$ cat config.mk
export PLATFORM = sky130hd
export DESIGN_NAME = cpu_host_loader
export DESIGN_NICKNAME = d
export VERILOG_FILES = /design/src/rtl/cpu_host_pkg.sv /design/src/rtl/host_watchdog.sv /design/src/rtl/cpu_host_loader.sv
export SDC_FILE = /design/constraint.sdc
export NUM_CORES = 1
export LEC_CHECK = 0
export BUFFER_PORTS_ARGS = -buffer_cell sky130_fd_sc_hd__buf_2
export CORE_ASPECT_RATIO = 1.2
export CORE_MARGIN = 5
export CORE_UTILIZATION = 57
export CTS_CLUSTER_SIZE = 12
export DETAILED_ROUTE_END_ITERATION = 16
export PLACE_DENSITY = 0.86
export SYNTH_ARGS = -nofsm -noshare
export SYNTH_HDL_FRONTEND = slang
export SYNTH_HIERARCHICAL = 1
export SYNTH_SLANG_ARGS = --single-unit
$ cat constraint.sdc
create_clock -name clk -period 3.1 [get_ports clk]
set_clock_uncertainty 0.05 [all_clocks]
set_input_delay 0.465 -clock clk [delete_from_list [all_inputs] [get_ports clk]]
set_output_delay 0.465 -clock clk [all_outputs]
set_load 0.03 [all_outputs]
$ cat src/rtl/cpu_host_pkg.sv
// Shared types and default widths for the host-side program loader.
// The widths match the accumulator CPU datapath.
package cpu_host_pkg;

    localparam int DEF_ADDR_W = 13;
    localparam int DEF_DATA_W = 8;

    typedef enum logic [2:0] {
        ST_IDLE,
        ST_LOAD,
        ST_WAIT_IDLE,
        ST_START_HI,
        ST_START_LO,
        ST_WAIT_ACK,
        ST_RUN
    } host_state_e;

    // The states in which the watchdog runs.
    function automatic logic is_wait_state(input host_state_e s);
        return (s == ST_WAIT_IDLE) || (s == ST_WAIT_ACK) || (s == ST_RUN);
    endfunction

endpackage

$ cat src/rtl/host_watchdog.sv
// Cycle watchdog for the loader's wait states. expired is raised on the cycle
// whose increment brings the count to all-ones.
module host_watchdog #(
    parameter int TMO_W = 16
) (
    input  logic clk,
    input  logic rst,
    input  logic clr,
    input  logic en,
    output logic expired
);

    // One below all-ones, so the registered timeout pulse lines up with a full count.
    localparam logic [TMO_W-1:0] EXPIRE_AT = ~TMO_W'(1);

    logic [TMO_W-1:0] cnt_q;

    // NOTE: state registers use non-blocking assignments and an asynchronous reset branch.
    always_ff @(posedge clk or posedge rst) begin
        if (rst) begin
            cnt_q <= '0;
        end else if (clr) begin
            cnt_q <= '0;
        end else if (en) begin
            cnt_q <= cnt_q + TMO_W'(1);
        end
    end

    assign expired = en && (cnt_q == EXPIRE_AT);

endmodule

$ cat src/rtl/cpu_host_loader.sv
// Loads a byte stream into CPU program memory, then runs the CPU through its
// start/done handshake and reports completion or watchdog timeout.
module cpu_host_loader
    import cpu_host_pkg::*;
#(
    parameter int                ADDR_W    = DEF_ADDR_W,
    parameter int                DATA_W    = DEF_DATA_W,
    parameter logic [ADDR_W-1:0] BASE_ADDR = '0,
    parameter int                TMO_W     = 16
) (
    input  logic              clk,
    input  logic              rst,
    input  logic              load_go,
    input  logic [ADDR_W-1:0] load_len,
    input  logic              in_valid,
    input  logic [DATA_W-1:0] in_data,
    output logic              in_ready,
    output logic              mem_we,
    output logic [ADDR_W-1:0] mem_addr,
    output logic [DATA_W-1:0] mem_wdata,
    output logic              cpu_start,
    input  logic              cpu_done,
    output logic              busy,
    output logic              finished,
    output logic              timeout
);

    host_state_e       state_q;
    logic [ADDR_W-1:0] addr_cnt_q;
    logic [ADDR_W-1:0] remaining_q;
    logic              mem_we_q;
    logic [ADDR_W-1:0] mem_addr_q;
    logic [DATA_W-1:0] mem_wdata_q;
    logic              cpu_start_q;
    logic              busy_q;
    logic              finished_q;
    logic              timeout_q;

    logic wd_clr;
    logic wd_en;
    logic wd_expired;

    // Clearing outside the wait states, and on the WAIT_ACK->RUN step, restarts the count on each entry.
    assign wd_en  = is_wait_state(state_q);
    assign wd_clr = !wd_en || ((state_q == ST_WAIT_ACK) && !cpu_done);

    host_watchdog #(
        .TMO_W (TMO_W)
    ) u_watchdog (
        .clk     (clk),
        .rst     (rst),
        .clr     (wd_clr),
        .en      (wd_en),
        .expired (wd_expired)
    );

    always_ff @(posedge clk or posedge rst) begin
        if (rst) begin
            state_q     <= ST_IDLE;
            addr_cnt_q  <= '0;
            remaining_q <= '0;
            mem_we_q    <= 1'b0;
            mem_addr_q  <= '0;
            mem_wdata_q <= '0;
            cpu_start_q <= 1'b0;
            busy_q      <= 1'b0;
            finished_q  <= 1'b0;
            timeout_q   <= 1'b0;
        end else begin
            mem_we_q    <= 1'b0;
            cpu_start_q <= 1'b0;
            finished_q  <= 1'b0;
            timeout_q   <= 1'b0;

            unique case (state_q)
                ST_IDLE: begin
                    if (load_go) begin
                        remaining_q <= load_len;
                        addr_cnt_q  <= BASE_ADDR;
                        busy_q      <= 1'b1;
                        state_q     <= (load_len != '0) ? ST_LOAD : ST_WAIT_IDLE;
                    end
                end
                ST_LOAD: begin
                    if (in_valid) begin
                        mem_we_q    <= 1'b1;
                        mem_addr_q  <= addr_cnt_q;
                        mem_wdata_q <= in_data;
                        addr_cnt_q  <= addr_cnt_q + ADDR_W'(1);
                        remaining_q <= remaining_q - ADDR_W'(1);
                        if (remaining_q == ADDR_W'(1)) begin
                            state_q <= ST_WAIT_IDLE;
                        end
                    end
                end
                ST_WAIT_IDLE: begin
                    if (cpu_done) begin
                        cpu_start_q <= 1'b1;
                        state_q     <= ST_START_HI;
                    end else if (wd_expired) begin
                        timeout_q <= 1'b1;
                        busy_q    <= 1'b0;
                        state_q   <= ST_IDLE;
                    end
                end
                ST_START_HI: state_q <= ST_START_LO;
                ST_START_LO: state_q <= ST_WAIT_ACK;
                ST_WAIT_ACK: begin
                    if (!cpu_done) begin
                        state_q <= ST_RUN;
                    end else if (wd_expired) begin
                        timeout_q <= 1'b1;
                        busy_q    <= 1'b0;
                        state_q   <= ST_IDLE;
                    end
                end
                ST_RUN: begin
                    // A done arriving on the expiry cycle takes priority over the timeout.
                    if (cpu_done) begin
                        finished_q <= 1'b1;
                        busy_q     <= 1'b0;
                        state_q    <= ST_IDLE;
                    end else if (wd_expired) begin
                        timeout_q <= 1'b1;
                        busy_q    <= 1'b0;
                        state_q   <= ST_IDLE;
                    end
                end
                default: begin
                    busy_q  <= 1'b0;
                    state_q <= ST_IDLE;
                end
            endcase
        end
    end

    // NOTE: in_ready is a pure decode of the state so it drops on the same edge as the last accepted byte.
    assign in_ready  = (state_q == ST_LOAD);
    assign mem_we    = mem_we_q;
    assign mem_addr  = mem_addr_q;
    assign mem_wdata = mem_wdata_q;
    assign cpu_start = cpu_start_q;
    assign busy      = busy_q;
    assign finished  = finished_q;
    assign timeout   = timeout_q;

endmodule

* Yosys cells after proc, flatten, opt, wreduce, memory -nomap -nowiden
Index checks and enable logic that the tools add are counted.
Word-level totals: register bits 71, latch bits 0, bits in writable memories 0, memory bits (read-only) 0, input port bits 26, output and inout port bits 27, memories 0
Operators by class: add/sub/neg operators 3, multiply operators 0, divide/modulo/power cells 0, $lt $le $gt $ge 0, eq/ne operators 13, shifts and indexed selects 0, mux-type cells 32, bitwise logic cells 1, reduce and logical (&&, ||, !) cells 17
Operators with widths (count):
- 2-to-1 mux 13 bit | 4
- case mux 13 bit (2 select lines) | 2
- 2-to-1 mux 16 bit | 2
- 2-to-1 mux 3 bit | 7
- case mux 3 bit (7 select lines) | 1
- adder 16 x 1 -> 16 bit, second input constant | 1
- == test 16 bit, second input constant | 1
- adder 13 x 1 -> 13 bit, second input constant | 1
- == test 13 x 1 -> 1 bit, second input constant | 1
- 2-to-1 mux 1 bit | 13
- nonzero test 13 bit | 1
- subtractor 13 x 1 -> 13 bit, second input constant | 1
- == test 3 bit, second input constant | 3
- inequality test 2 bit, second input constant | 4
- == test 3 x 2 -> 1 bit, second input constant | 2
- AND reduction 3 bit | 2
- case mux 1 bit (5 select lines) | 1
- AND reduction 4 bit | 1
- nonzero test 2 bit | 2
- == test 3 x 1 -> 1 bit, second input constant | 1
- zero test 3 bit | 1
- logical OR 1 bit | 3
- OR reduction 3 bit | 1
- logical AND 1 bit | 2
- other kinds (7) | 8

* Depth between registers and ports, before layout
Gate-level depths: netlist of run 1.
depth in word-level cells 7, gate-level depth with buffers 12

* By module
Netlist of run 1, hierarchy kept.
By module, submodules not included:
- cpu_host_loader | instances 1, cells an instance 312, area each 2811.4 um^2, seq. area each 1376.3 um^2
- host_watchdog | instances 1, cells an instance 87, area each 845.8 um^2, seq. area each 400.4 um^2

* Worst setup path after synthesis of run 1
No wires, ideal clock.
path type register to register, start register state_q[0], end register u_watchdog.cnt_q[15], setup time 0.077 ns, arrival 2.470 ns, data required time 2.973 ns, slack 0.502 ns, stages on the path, launching flop included 11, path buffers 4, period minus slack after synthesis 2.598 ns, cells stage by stage dfrtp_1 -> buf_2 -> clkbuf_1 -> clkbuf_1 -> nand2_1 -> o21ai_0 -> buf_4 -> nor2_1 -> or3_4 -> or4_1 -> a21oi_1
Between the ends: longest elaborated chain between the ends 6, elaborated cells between the ends (all ways) 10, those cells by class eq/ne (3); mux (1); reduce/logical (6)
RTL lines:
- start: declaration | line cpu_host_loader.sv:28 | host_state_e state_q;
- start signal: assignment | line cpu_host_loader.sv:81 | state_q <= (load_len != '0) ? ST_LOAD : ST_WAIT_IDLE;
- == test 3 x 2 -> 1 bit / == test 3 bit (equally long branches) | line cpu_host_pkg.sv:20 | return (s == ST_WAIT_IDLE) || (s == ST_WAIT_ACK) || (s == ST_RUN);
- logical OR 1 bit | line cpu_host_pkg.sv:20
- logical OR 1 bit * | line cpu_host_pkg.sv:20
- named net wd_en | line cpu_host_loader.sv:40 | logic wd_en;
- zero test 1 bit | line cpu_host_loader.sv:45 | assign wd_clr = !wd_en || ((state_q == ST_WAIT_ACK) && !cpu_done);
- logical OR 1 bit | line cpu_host_loader.sv:45
- 2-to-1 mux 16 bit / nonzero test 2 bit (equally long branches)
- end signal: assignment | line host_watchdog.sv:25 | cnt_q <= cnt_q + TMO_W'(1);
- end: declaration | line host_watchdog.sv:16 | logic [TMO_W-1:0] cnt_q;
The timed path passes the listed nets; every way through them passes the cells marked *. A chain may end at the register's enable or synchronous reset.

* Worst setup path after layout of run 1
start register state_q[1], end register u_watchdog.cnt_q[15]
Same word-level chain as after synthesis.

==> results of run 1 <==
[state kept, by name, indices dropped and copies added, names as in the netlist, 3 cells and up]
signal / count
remaining_q: 13
mem_addr: 13
state_q: 3
addr_cnt_q: 13
u_watchdog/cnt_q: 16
mem_wdata: 8
[Yosys cell counts, types with 2 or more instances]
library cell   n
ha_1           5
or3_1          2
nand4_1       10
and3_1         5
or3_2          2
nand2_1       82
nand2b_1       6
xor2_1         5
nor2_1        30
or2_2          2
mux2_2         2
dfrtp_1       71
o22ai_1        6
clkbuf_1      11
and4_1         4
nor4_1        13
or4_1          3
nor2b_1        4
mux2i_1        3
nor4b_1        2
buf_1          2
o22a_1         3
a21o_1         2
a32oi_1        2
and2_1         3
o21a_1         4
nor3_1         7
a41oi_1        3
nand3_1       10
o21ai_0       20
buf_2          5
inv_1         12
nor3b_1        2
o31ai_1        4
xnor2_1       10
a21oi_1       20
[worst max-delay path: cells and delay by family (launching register included)]
family	cells	cell delay, ps
AO/OA/AOI/OAI	2	550
flip-flops	1	640
AND/OR/NAND/NOR	4	1410
[worst paths after layout]
kind | startpoint | end | slack (ps) | cells after the start
min in group clk | in_data[6] | mem_wdata[6] | 250 | 3
max | state_q[1] | u_watchdog/cnt_q[15] | 360 | 6
min reg2reg | mem_wdata[4] | mem_wdata[4] | 420 | 2
min | rst | mem_wdata[4] | 130 | 2
max in group asynchronous | rst | addr_cnt_q[9] | 2220 | 3
max reg2reg | state_q[1] | u_watchdog/cnt_q[15] | 360 | 6
[area by class of cell]
type / count / area, um2 / share of cell area
well taps: 85 / 106 / 0.0252
inverters: 12 / 45.0 / 0.0107
clock buffers: 9 / 124 / 0.0293
multi-input cells: 297 / 1760 / 0.417
flip-flops and latches: 71 / 1780 / 0.421
clock inverters: 7 / 96.3 / 0.0228
repair buffers: 59 / 313 / 0.0741
[kinds of logic (layout without fill, tap and decap cells)]
| family | after synthesis | count (layout) | share of synthesized area |
|---|---|---|---|
| simple gates | 197 | 197 | 0.281 |
| compound gates | 74 | 74 | 0.127 |
| flops | 71 | 71 | 0.486 |
| xor+xnor | 15 | 15 | 0.0359 |
| fa+ha+maj | 5 | 5 | 0.0171 |
| buf+inv | 31 | 87 | 0.0346 |
| mux | 6 | 6 | 0.0185 |
[placed cells by master, fill, tap and decap left out, drive strengths merged, types with 4 or more instances in the layout]
cell type and instances:
o21a 4, ha 5, o31ai 4, nor2 31
o22ai 6, o21ai 20, buf 59, or3 5
xor2 5, nor3 8, and4 4, or4 4
clkbuf 9, a21oi 20, and3 5, nand2 82
nand3 10, dfrtp 71, nor2b 4, nand2b 6
nand4 12, inv 13, nor4 14, xnor2 10
[repair_timing]
action | CTS | global route
hold buffers | 0 | 0
gates resized for setup | 0 | 2
endpoints found under the setup margin | 0 | 2
[metrics by stage]
step                      std cells  setup WS [ps]  instance area, um2   util  hold WS, ps
after floorplan                 399            502                3660      -          329
after global placement          524            476                4000  0.632          403
final                           540            361                4220  0.667          129
after CTS                       540            251                4220  0.666          146
after detailed placement        524            294                4000  0.632          410
after global routing            540            165                4220  0.667          178
[power breakdown]
group | total (mW) | internal [mW] | switching [mW]
clock network | 0.813 | 0.454 | 0.359
logic | 1.43 | 0.477 | 0.955
registers | 1.41 | 1.16 | 0.249
total | 3.66 | 2.09 | 1.56
[per-layer routing]
layer,vias to the layer above,part of all wire,track usage
met4,0,0.015,0.0805
met3,11,0.047,0.0447
li1,1514,-,-
met1,1575,0.40,0.258
met2,91,0.54,0.368
met5,-,0,0
==> results_dict.tcl, run 1 <==
set metrics [dict create \
    grtUsageTotal 0.212 \
    num_vias 3191 \
    syn_area_per_cell_um2 9.17 \
    die_w_um 83.1 \
    worstMarginPinSlew_ps 951 \
    grt_pass1_wl_mm 14.2 \
    slowest_delay_ps 640 \
    syn_nets 430 \
    grt_pass1_vias 3049 \
    syn-cell-area_um2 3660 \
    path_cells "nand2b_1, o21ai_1, nor2_1, or3_4, or4_1, a21oi_1" \
    total_power_mw 3.66 \
    overflow 0 \
    clock_path_buffers 2 \
    cts_tree "built" \
    fillers 549 \
    dp_hpwl_mm 5.93 \
    wl_mm 8.30 \
    synth-edff-count 0 \
    ios 53 \
    ir_drop_uv 476 \
    pwr_density_cell_nw_per_um2 866 \
    drc 0 \
    arrival_ps 2960 \
    fp-row-count 32 \
    drv_cap 0 \
    syn_inst 399 \
    synth-seq-cells 71 \
    io_buffers 52 \
    ys_async_sr_fraction 1.00 \
    status "completed" \
    cp_max_fo 15 \
    yosysWarnings 6 \
    htreeDepth 3 \
    root_buffer "clkbuf_8" \
    fmax_mhz 365 \
    clk_latency_ps 350 \
    ant_nets 0 \
    drt_pass1_iterations 5 \
    core_um2 6330 \
    antennaDiodeCount 0 \
    cts_setup_buffers 0 \
    drv_slew 0 \
    critPathCaptureType "flop" \
    clk_pin_slew_ps 80 \
    cp.required_ps 3320 \
    antenna_found_initial 0 \
    fin_crit_sh 0.883 \
    hold_class "primary input to asynchronous set/reset pin" \
    numCtsBuffers 9 \
    synth_ff_type "dfrtp_1" \
    grt_max_degree 28 \
    drtIter0Drc 154 \
    critical_path_class "flop to flop" \
    design.die.area_um2 8120 \
    synth.distinct_cells 58 \
    p_leak_nw 1.96 \
    yosys.area.top_type_share 0.486 \
    cpMaxStageDelayCell "dfrtp_1" \
    areaGrowthSynthToFinish_pct 15.4 \
    hold_violations 0 \
    yosysSeqAreaShare 0.486 \
    die_h_um 97.7 \
    synthTopCellsByArea "dfrtp_1, nand2_1, nor2_1, a21oi_1, o21ai_0" \
    yosysTopAreaCell "dfrtp_1" \
    vias_per_cell 5.91 \
    wl_per_cell_um 15.4 \
    start_util 0.578 \
    setup_violations 0 \
    gp_congestion 0.867 \
    grt_setup_unrepaired "no" \
    drive_gt1_frac 0.207 \
    relSlewSlack 0.365 \
    fin_tns_setup_ps 0 \
    clkSinkCount 71 \
    post-route-min-period_ps 2740 \
    start_kind "flop" \
    final_nets 481 \
]
Power figures use the tool's default switching activity.
==> run 2, diff against run 1 <==
==> constraint.sdc (replaced) <==
create_clock -name clk -period 3.1 [get_ports clk]
set_clock_uncertainty 0.05 [all_clocks]
set_input_delay 0.62 -clock clk [delete_from_list [all_inputs] [get_ports clk]]
set_output_delay 0.62 -clock clk [all_outputs]
set_load 0.03 [all_outputs]
==> results_dict.tcl, run 2 (synthesis gave the netlist of run 1 again) <==
set metrics [dict create \
    status "completed" \
    final_nets 482 \
    largest_register_ffs 16 \
    drive_gt1_frac 0.206 \
    htreeDepth 3 \
    areaGrowthSynthToFinish_pct 15.4 \
    fin_area_um2 4220 \
    pwr_density_cell_nw_per_um2 857 \
    num_vias 3112 \
    grtUsageTotal 0.211 \
    io_buffers 52 \
    root_buffer "clkbuf_8" \
    drtIter0Drc 194 \
    start_util 0.578 \
    power.share.clock 0.211 \
    critical_path_class "flop to flop" \
    fp-row-count 32 \
    wl_per_cell_um 14.9 \
    wl_mm 8.08 \
    cts.repair.resized 0 \
    drv_slew 0 \
    grt_setup_unrepaired "no" \
    post-route-min-period_ps 2560 \
    clk_pin_slew_ps 80 \
    grt_pass1_wl_mm 14.2 \
    r2r_setup_slack_ps 540 \
    cp-startpoint "state_q[1]" \
    dp_slack_ps 603 \
    endpoint "state_q[1]" \
    design.die.area_um2 8120 \
    hold_ws_ps 102 \
    worst-r2r-cell-count 9 \
    cts_setup_buffers 0 \
    fin_tns_setup_ps 0 \
    grt_pass1_vias 3060 \
    arrival_ps 2730 \
    final_cell_mix "nand2_1, dfrtp_1, buf_2, nor2_1" \
    cp_common_cell "o21ai_0" \
    ant_nets 0 \
    overflow 0 \
    hold_class "primary input to asynchronous set/reset pin" \
    power_switching_mw 1.56 \
    hold_buffers 0 \
    cpMaxStageDelayCell "dfrtp_1" \
    p_leak_nw 1.97 \
    p_comb_frac 0.400 \
    fmax_mhz 390 \
    antennaDiodeCount 0 \
    gp_congestion 0.825 \
    p_int_mw 2.05 \
    top_register "u_watchdog/cnt_q" \
    antenna_found_initial 0 \
    place_area_um2 4020 \
    fin_crit_sh 0.827 \
    final_common_cell "nand2_1" \
    cp.required_ps 3270 \
    drc 0 \
    hold_violations 0 \
    core_um2 6330 \
    start_kind "flop" \
    ir_drop_uv 552 \
    rr_startpoint "state_q[1]" \
    grt_max_degree 53 \
    worstMarginPinSlew_ps 878 \
    drt_pass1_iterations 5 \
    vias_per_cell 5.75 \
    clock_path_buffers 2 \
    clkSinkCount 71 \
    path_cells "nand2b_1, o21ai_0, buf_4, nand3_1, nor4_1, nor2b_1, o21ai_0, a32oi_1, a2111oi_1" \
    power.share.switching 0.432 \
    dp_hpwl_mm 5.78 \
    critPathCaptureType "flop" \
    cp_max_fo 15 \
    die_w_um 83.1 \
    drv_cap 0 \
    fin_ws_ps 535 \
    power_frac_seq 0.389 \
    clk_latency_ps 350 \
    die_h_um 97.7 \
    ios 53 \
    relSlewSlack 0.414 \
    timing.rr.end "state_q[1]" \
    numCtsBuffers 9 \
    slowest_delay_ps 630 \
    cts_tree "built" \
    setup_violations 0 \
]
==> run 2: cell count changes in the layout (fill, tap and decap cells not counted), sizes merged <==
cell and change:
clkinvlp -1, clkbuf +1, bufinv -1, buf +1
inv +1
==> run 2: critical path: cells and delay by family, from the launching register on <==
| family | cells | cell delay [ps] |
|---|---|---|
| flops | 1 | 630 |
| buf+inv | 1 | 180 |
| simple gates | 4 | 1050 |
| compound gates | 4 | 530 |
==> run 2: final cells by class <==
class	instances	area (um2)
inverter	12	45.0
tap	85	106
fill	537	2110
sequential	71	1780
multi-input combinational	297	1750
timing repair buffer	60	333
clock buffer	10	138
clock inverter	6	67.6
==> run 2: how the worst min path moves through the flow <==
| stage | start | cells after the start | end |
|---|---|---|---|
| 2_1_floorplan | addr_cnt_q[12] | 2 | mem_addr[12] |
| 4_1_cts | rst | 2 | cpu_start |
| 6_report | rst | 2 | timeout |
| 3_3_place_gp | mem_wdata[7] | 2 | mem_wdata[7] |
| 5_1_grt | rst | 2 | timeout |
| 3_5_place_dp | mem_addr[10] | 2 | mem_addr[10] |
==> run 2: through the flow <==
stage | utilization | power (mW) | std cells
6_report | 0.667 | 3.62 | 541
5_1_grt | 0.667 | 3.86 | 541
4_1_cts | 0.667 | 3.63 | 541
3_5_place_dp | 0.635 | 2.86 | 525
3_3_place_gp | 0.635 | 2.80 | 525
2_1_floorplan | - | 2.47 | 399
==> run 2: power groups by stage <==
stage          registers, mW  logic [mW]  clock network [mW]
6_report                1.41        1.45               0.763
3_5_place_dp            1.42        1.44                   0
2_1_floorplan           1.56       0.913                   0
3_3_place_gp            1.40        1.40                   0
5_1_grt                 1.45        1.59               0.827
4_1_cts                 1.40        1.45               0.780
==> run 2: per-layer routing <==
layer	global-route usage	vias up	part of all wire	routed length, um
li1	-	1501	-	-
met1	0.256	1507	0.42	3360
met2	0.370	90	0.52	4230
met3	0.0498	14	0.047	377
met4	0.0679	0	0.014	113
met5	0	-	0	0
==> run 3, diff against run 2 <==
Settings changed: ABC_AREA set to 1, CORE_UTILIZATION 57 to 58.
Clock period 3.1 ns to 2.68 ns, I/O delays scaled along.
==> results_dict.tcl, run 3 <==
set metrics [dict create \
    clock_path_buffers 2 \
    fin_tns_setup_ps 0 \
    num_vias 3761 \
    grt_pass1_wl_mm 15.9 \
    relSlewSlack 0.576 \
    ios 53 \
    final_cell_mix "nand2_1, nor2_1, dfrtp_1, inv_1, buf_2" \
    hold_violations 0 \
    cts_tree "built" \
    ant_nets 0 \
    arrival_ps 2430 \
    setup_violations 0 \
    root_buffer "clkbuf_8" \
    yosys.area.top_type_share 0.443 \
    ir_drop_uv 586 \
    io_buffers 52 \
    numCtsBuffers 9 \
    drv_cap 0 \
    overflow 0 \
    ys_async_sr_fraction 1.00 \
    cp-startpoint "state_q[0]" \
    worstMarginPinSlew_ps 635 \
    slowest_delay_ps 480 \
    drv_slew 0 \
    path_cells "inv_2, nand2_1, nand2_1, nand4_1, nor4_2, inv_1, nand3_1, o21a_1, nand3_1, nand2_1, nand2_1" \
    synthAdderAreaFrac 0.0156 \
    pwr_density_cell_nw_per_um2 895 \
    syn-cell-area_um2 4010 \
    hold_class "primary input to asynchronous set/reset pin" \
    cpMaxStageDelayCell "dfrtp_1" \
    synth_xor_area_frac 0.00218 \
    cts_setup_buffers 0 \
    syn_inst 573 \
    wl_mm 8.82 \
    core_um2 6770 \
    synth-edff-count 0 \
    die_w_um 85.9 \
    post-synth-top-count-cell "nand2_1" \
    syn_nets 604 \
    start_kind "flop" \
    antennaDiodeCount 0 \
    top_register "u_watchdog/cnt_q" \
    clk_pin_slew_ps 70 \
    synth_compound_area_frac 0.0843 \
    fin_crit_sh 0.841 \
    final_common_cell "nand2_1" \
    synth.distinct_cells 30 \
    status "completed" \
    final_nets 655 \
    synthTopCellsByArea "dfrtp_1, nand2_1, nor2_1, inv_1, nand3_1" \
    ys_top_cells_by_count "nand2_1, nor2_1, dfrtp_1, inv_1, nand3_1" \
    start_util 0.592 \
    synth_ff_type "dfrtp_1" \
    synth-simple-area-share 0.362 \
    die_h_um 101 \
    cp_common_cell "nand2_1" \
    place_area_um2 4310 \
    drtIter0Drc 241 \
    areaGrowthSynthToFinish_pct 11.9 \
    clk_latency_ps 340 \
    clkSinkCount 71 \
    vias_per_cell 5.25 \
    drive_gt1_frac 0.151 \
    gp_congestion 0.909 \
    wl_per_cell_um 12.3 \
    htreeDepth 3 \
    grtUsageTotal 0.226 \
    drt_pass1_iterations 5 \
    yosysSeqAreaShare 0.443 \
    rr_startpoint "state_q[0]" \
    fin_area_um2 4490 \
    muxShareOfSynthArea 0 \
    syn_area_per_cell_um2 7.00 \
    cp.required_ps 2860 \
    hold_ws_ps 216 \
    design.die.area_um2 8680 \
    p_leak_nw 2.33 \
    grt_max_degree 35 \
    largest_register_ffs 16 \
    drc 0 \
    critical_path_class "flop to flop" \
    grt_setup_unrepaired "no" \
    fmax_mhz 444 \
    cpLargestDelayFamily "simple AND/OR/NAND/NOR gates" \
    dp_hpwl_mm 6.53 \
    path_buf_inv 2 \
    post-route-min-period_ps 2250 \
    yosysTopAreaCell "dfrtp_1" \
    yosysWarnings 6 \
    antenna_found_initial 0 \
    fp-row-count 33 \
    grt_pass1_vias 3732 \
    cp_max_fo 8 \
    synth-seq-cells 71 \
    critPathCaptureType "flop" \
    synth_top_family_by_area "simple AND/OR/NAND/NOR gates" \
]
[run 3: cell count changes in the layout (fill, tap and decap cells not counted), sizes merged, moves of 7 or more]
cell	change
nand3	+29
o21ai	+25
nor4	-13
nor2	+54
a21oi	-7
nand2	+113
xnor2	-9
inv	+57
[run 3: power by group]
part	internal, mW	leakage (nW)	switching [mW]	total [mW]
Combinational	0.518	1.29	1.22	1.74
Sequential	1.30	0.945	0.217	1.52
Clock	0.356	0.0918	0.404	0.760
Total	2.18	2.33	1.84	4.02
[run 3: logic make-up after synthesis]
family / after synthesis
DFF: 71
adders and majority gates: 5
xor gates and xnor gates: 1
AOI/OAI and AO/OA: 64
buffers and inverters: 87
and+or+nand+nor: 345
[run 3: final timing paths]
| check | end | slack [ps] | cells past startpoint |
|---|---|---|---|
| setup reg to reg | state_q[0] | 430 | 11 |
| setup / recovery | state_q[0] | 430 | 11 |
| hold / removal | mem_addr[12] | 220 | 2 |
| min in group clk | mem_wdata[1] | 330 | 3 |
| hold reg to reg | mem_wdata[7] | 430 | 2 |
| max in group asynchronous | addr_cnt_q[1] | 1740 | 3 |
[run 3: per-stage QoR]
step / cells / total power [mW] / util / setup WS, ps
5_1_grt: 716 / 4.37 / 0.663 / 169
4_1_cts: 716 / 4.03 / 0.662 / 304
3_5_place_dp: 700 / 3.27 / 0.636 / 327
3_3_place_gp: 700 / 3.19 / 0.636 / 469
6_report: 716 / 4.02 / 0.663 / 426
2_1_floorplan: 573 / 2.92 / - / 662
[run 3: cell type report]
type,count,area (um2)
fill,623,2280
multi-input combinational,415,1870
sequential,71,1780
timing repair buffer,56,290
inverter,71,269
clock buffer,10,138
tap,87,109
clock inverter,6,36.3
[run 3: what timing repair did]
| action | CTS | global route |
|---|---|---|
| resized for setup | 0 | 1 |
| endpoints found under the setup margin | 0 | 1 |
| hold buffers | 0 | 0 |
[run 3: layer usage]
layer,global-route usage,part of all wire,routed length (um),up-vias
met2,0.400,0.50,4440,110
li1,-,-,-,1907
met5,0,0,0,-
met1,0.265,0.42,3700,1724
met4,0.0865,0.020,176,0
met3,0.0482,0.056,498,20
